## config.mk

```make
export PLATFORM = sky130hd
export DESIGN_NAME = psg_wave_bus_master
export DESIGN_NICKNAME = d
export VERILOG_FILES = /design/src/rtl/psg_wave_bus_master.sv
export SDC_FILE = /design/constraint.sdc
export NUM_CORES = 1
export LEC_CHECK = 0
export ABC_AREA = 1
export CAP_MARGIN = 20
export CORE_UTILIZATION = 38
export DETAILED_ROUTE_END_ITERATION = 8
export PLACE_DENSITY = 0.86
export SETUP_SLACK_MARGIN = 0.15
export SYNTH_ARGS = -nofsm -noshare
export SYNTH_HDL_FRONTEND = slang
export SYNTH_SLANG_ARGS = --single-unit
```

## constraint.sdc

```tcl
create_clock -name clk -period 1.7 [get_ports clk]
set_input_delay 0.34 -clock clk [delete_from_list [all_inputs] [get_ports clk]]
set_output_delay 0.34 -clock clk [all_outputs]
set_load 0.005 [all_outputs]
```

## src/rtl/psg_wave_bus_master.sv

```systemverilog
// psg_wave_bus_master: runs one system-bus read for the channel granted by the
// PSG 8-channel arbiter and returns the data tagged with the channel number.
// Latency: 4 clks minimum per transaction (IDLE, GRANT, BUS, DONE); BUS lasts until ack_i or TMO clks.
// Backpressure: arb_ack is high only in IDLE, so the arbiter re-arbitrates only when the bus is free.
//
// Ports:
//   clk, rst        clock, synchronous active-high reset
//   ce              clock enable shared with the arbiter (gates IDLE->GRANT only)
//   req, sel, seln  channel requests, arbiter one-hot grant and encoded owner
//   ch_adr          per-channel addresses, channel n at [n*AW +: AW]
//   arb_ack         to arbiter: high = idle, may re-arbitrate
//   cyc_o, stb_o, adr_o, dat_i, ack_i   system-bus read master
//   rd_vld, rd_ch, rd_dat, rd_err       read result; rd_err marks a timed-out read
module psg_wave_bus_master #(
    parameter int AW  = 24,
    parameter int DW  = 16,
    parameter int TMO = 255
) (
    input  logic            clk,
    input  logic            rst,
    input  logic            ce,
    input  logic [7:0]      req,
    input  logic [7:0]      sel,
    input  logic [2:0]      seln,
    input  logic [8*AW-1:0] ch_adr,
    output logic            arb_ack,
    output logic            cyc_o,
    output logic            stb_o,
    output logic [AW-1:0]   adr_o,
    input  logic [DW-1:0]   dat_i,
    input  logic            ack_i,
    output logic            rd_vld,
    output logic [2:0]      rd_ch,
    output logic [DW-1:0]   rd_dat,
    output logic            rd_err
);

    typedef enum logic [1:0] {
        IDLE  = 2'd0,
        GRANT = 2'd1,
        BUS   = 2'd2,
        DONE  = 2'd3
    } state_t;

    // Counter value on the last BUS cycle before giving up.
    localparam logic [15:0] TMO_LAST = 16'(TMO - 1);

    state_t          state_q, state_d;
    logic            cyc_q, cyc_d;
    logic [AW-1:0]   adr_q, adr_d;
    logic            rd_vld_q, rd_vld_d;
    logic [2:0]      rd_ch_q, rd_ch_d;
    logic [DW-1:0]   rd_dat_q, rd_dat_d;
    logic            rd_err_q, rd_err_d;
    logic [15:0]     cnt_q, cnt_d;

    always_comb begin
        state_d  = state_q;
        cyc_d    = cyc_q;
        adr_d    = adr_q;
        rd_vld_d = 1'b0;
        rd_ch_d  = rd_ch_q;
        rd_dat_d = rd_dat_q;
        rd_err_d = rd_err_q;
        cnt_d    = cnt_q;

        case (state_q)
            IDLE: begin
                // The arbiter samples requests on this same edge.
                if (ce) begin
                    state_d = GRANT;
                end
            end
            GRANT: begin
                // Skip the bus cycle if there is no owner, or the arbiter is
                // holding a stale owner whose request has already dropped.
                if ((|sel) && req[seln]) begin
                    state_d = BUS;
                    cyc_d   = 1'b1;
                    adr_d   = ch_adr[int'(seln)*AW +: AW];
                    rd_ch_d = seln;
                    cnt_d   = '0;
                end else begin
                    state_d = IDLE;
                end
            end
            BUS: begin
                // Counts every clk regardless of ce so a stalled bus still times out.
                cnt_d = cnt_q + 16'd1;
                if (ack_i) begin
                    state_d  = DONE;
                    cyc_d    = 1'b0;
                    rd_dat_d = dat_i;
                    rd_err_d = 1'b0;
                    rd_vld_d = 1'b1;
                end else if (cnt_q == TMO_LAST) begin
                    state_d  = DONE;
                    cyc_d    = 1'b0;
                    rd_dat_d = '0;
                    rd_err_d = 1'b1;
                    rd_vld_d = 1'b1;
                end
            end
            DONE: begin
                state_d = IDLE;
            end
            default: begin
                state_d = IDLE;
            end
        endcase
    end

    always_ff @(posedge clk) begin
        if (rst) begin
            state_q  <= IDLE;
            cyc_q    <= 1'b0;
            adr_q    <= '0;
            rd_vld_q <= 1'b0;
            rd_ch_q  <= '0;
            rd_dat_q <= '0;
            rd_err_q <= 1'b0;
            cnt_q    <= '0;
        end else begin
            state_q  <= state_d;
            cyc_q    <= cyc_d;
            adr_q    <= adr_d;
            rd_vld_q <= rd_vld_d;
            rd_ch_q  <= rd_ch_d;
            rd_dat_q <= rd_dat_d;
            rd_err_q <= rd_err_d;
            cnt_q    <= cnt_d;
        end
    end

    assign arb_ack = (state_q == IDLE);
    assign cyc_o   = cyc_q;
    assign stb_o   = cyc_q;
    assign adr_o   = adr_q;
    assign rd_vld  = rd_vld_q;
    assign rd_ch   = rd_ch_q;
    assign rd_dat  = rd_dat_q;
    assign rd_err  = rd_err_q;

endmodule

```

==> results of run 1 <==
-- cells by family (layout without fill, tap and decap cells) --
logic type | Yosys count | after routing | share of synthesized area (%)
buffers and inverters | 111 | 401 | 10.60
XOR/XNOR | 2 | 2 | 0.3896
flip-flops | 64 | 64 | 28.49
adder cells (fa/ha/maj) | 2 | 2 | 0.5564
other | 0 | 3 | 0
AO/OA/AOI/OAI | 174 | 174 | 20.70
AND/OR/NAND/NOR | 429 | 430 | 39.26
-- per-stage QoR --
step                      instances  area (sq um)  utilization [%]  setup slack (ns)  hold WS, ns
after floorplan                 782          4497                -            0.2659       0.4373
after global placement         1192          7615            66.40           -0.1705       0.4350
after detailed placement       1192          7615            66.40           -0.2311       0.4445
after CTS                      1207          7900            68.89            0.1507       0.4522
after global routing           1219          8222            71.70            0.1082       0.4779
final                          1219          8222            71.70            0.1518       0.4567
-- flip-flops by register name (all words and copies together) (netlist names), named ones only --
register / flops
rd_vld: 1
adr_o: 24
cyc_o: 1
state_q: 1
rd_err: 1
rd_ch: 3
rd_dat: 16
cnt_q: 16
-- power by group through the flow --
| stage | clock network, W | registers (W) | logic, W |
|---|---|---|---|
| after floorplan | 0 | 0.00164 | 0.000561 |
| after global placement | 0 | 0.00164 | 0.00143 |
| after detailed placement | 0 | 0.00164 | 0.00144 |
| after CTS | 0.00181 | 0.00161 | 0.00144 |
| after global routing | 0.00188 | 0.00162 | 0.00166 |
| final | 0.00179 | 0.00161 | 0.00153 |
-- timing repair --
action,4_1_cts,5_1_grt
buffers inserted,0,0
cloned,0,9
pin swaps,0,14
setup endpoints to repair,29,57
gates resized for setup,12,45
-- area by class of cell --
class / count / area (sq um)
diodes: 3 / 7.507
inverters: 56 / 212.7
clock buffers: 11 / 242.7
clock inverters: 4 / 45.04
repair buffers: 330 / 3410
well taps: 143 / 178.9
fillers: 936 / 3246
multi-input cells: 608 / 2834
flip-flops and latches: 64 / 1291
-- worst max path at each step --
stage,from,depth (start not counted),endpoint
after global placement,seln[1],10,adr_o[14]$_SDFFE_PP0P_
final,adr_o[22]$_SDFFE_PP0P_,1,adr_o[22]
after CTS,adr_o[10]$_SDFFE_PP0P_,1,adr_o[10]
after floorplan,seln[0],11,adr_o[10]$_SDFFE_PP0P_
after detailed placement,seln[1],10,adr_o[21]$_SDFFE_PP0P_
after global routing,cnt_q[5]$_SDFFE_PP0P_,7,cnt_q[12]$_SDFFE_PP0P_
-- per-layer routing --
metal,global-route usage (%),wire length [um],up-vias
li1,-,-,3124
met1,31.75,7159,2825
met2,48.90,9304,310
met3,5.905,1557,50
met4,13.69,677,0
met5,0,0,-
-- Yosys cell counts --
cell / count
nand2_1: 191
or2_2: 2
nand2_2: 1
nand3b_1: 1
nor2_2: 2
nor2_1: 167
buf_8: 1
nand3_2: 9
buf_4: 4
buf_1: 5
buf_6: 2
nand4_1: 5
inv_4: 1
nor2_4: 1
nand3_1: 45
clkbuf_1: 30
o22ai_1: 48
buf_2: 12
nor3_1: 5
clkbuf_2: 1
ha_1: 2
o21ai_1: 11
dfxtp_1: 64
inv_1: 52
inv_2: 3
o21ai_0: 96
xor2_1: 2
a21oi_1: 19
==> flow_metrics.tcl, run 1 <==
set metrics [dict create \
    die_area_sq_um 12270 \
    rsz0062_at_grt "yes" \
    vias 6309 \
    area_growth_pct 82.83 \
    grt_overflow 0 \
    holdCritStartpoint "rd_err$_SDFFE_PP0P_" \
    p_switching_w 0.001305 \
    vdd_drop_max_uv 617.1 \
    fmax_mhz 645.9 \
    ys_ff_latch 64 \
    place_hpwl_um 13900 \
    drc_errors 0 \
    reg2reg_from "cnt_q[0]$_SDFFE_PP0P_" \
    cts_buffer_depth 2 \
    final_common_cell "clkdlybuf4s50_1" \
    r2r_end "rd_dat[7]$_SDFFE_PP0P_" \
    power.total_w 0.004926 \
    cpLargestDelayFamily "buffers and inverters" \
    hold_end "rd_err$_SDFFE_PP0P_" \
    cts_buffers 9 \
    min_period_over_period_pct 91.07 \
    grt_pass1_vias 5771 \
    cts_max_level 3 \
    cts_tree "done" \
    holdPathStages 2 \
    reg2regPathDepth 10 \
    grt_pass1_wl_um 27680 \
    grt.total_usage_pct 27.80 \
    clk_pin_slew_worst_paths_ns 0.05 \
    vias_per_cell 5.176 \
    drive_gt1_share_pct 10.53 \
    dr.pass1.iters 6 \
    setup_violations 0 \
    critPathSlowestCell "clkdlybuf4s50_1" \
    cts_root_buf "clkbuf_16" \
    powerDensity_nw_per_um2 599.1 \
    p_int_w 0.003620 \
    maxSlewViolCount 0 \
    num_rows 39 \
    hp-class "flip-flop to flip-flop" \
    syn_area_sq_um 4497 \
    start_util_pct 39.21 \
    postRouteWirelength_um 18700 \
    syn_nets 1015 \
    clockPowerShare_pct 36.3 \
    drt_iter0_drc 420 \
    gp_congestion 0.9658 \
    cp-start-kind "flip-flop" \
    synth_cell_types 28 \
    die_width_um 110.8 \
    die_h_um 110.8 \
    p_sw_share_pct 26.50 \
    endpoint_kind "primary output" \
    hold_viol 0 \
    path_max_fanout 2 \
    worst-endpoint-required_ns 1.36 \
    coreArea_sq_um 11470 \
    io_pins 279 \
    final_cell_mix "clkdlybuf4s50_1 (252), nand2_1 (186), nor2_1 (160), o21ai_0 (94), dfxtp_1 (58)" \
    critPathMaxStageDelay_ns 0.52 \
    grt_max_degree 40 \
    path_buf_inv 1 \
    yosys_warnings 0 \
    fin_skew_ns 0.007415 \
    worstMarginPinSlew_ns 0.3558 \
    path_cells "clkdlybuf4s50_1" \
    outcome "complete, no violations" \
    yosysSeqAreaShare_pct 28.49 \
    yosysTopAreaCellShare_pct 28.49 \
    setup-tns-final_ns 0 \
    antenna_found_initial 3 \
    arrival_ns 1.21 \
    critPathKind "flip-flop to primary output" \
    syn_inst 782 \
    ys_top_cells_by_area "dfxtp_1 (28%), nand2_1 (16%), nor2_1 (14%)" \
    min_period_ns 1.548 \
    maxCapViolations 0 \
    finalNetCount 1302 \
    port_buffers 278 \
    clock_latency_ns 0.32 \
    power_frac_comb_pct 31.0 \
    rrSetupSlack_ns 0.20 \
    yosys.area.top_type "dfxtp_1" \
    drt-wirelength-per-cell_um 15.34 \
    slew_headroom_pct 76.28 \
    cts.sinks 64 \
    p_leak_nw 3.644 \
    p_seq_share_pct 32.7 \
    syn_avg_cell_area_sq_um 5.750 \
    cts-hold-fix-buffers 0 \
    detail-route-antenna-nets 0 \
]
Power figures use the tool's default switching activity.
==> run 2, diff against run 1 <==
- HOLD_SLACK_MARGIN: unset -> 0.03
- SKIP_LAST_GASP: unset -> 1
==> results of run 2 <==
Same layout as run 1: the final DEF is identical, and so are final timing and power.
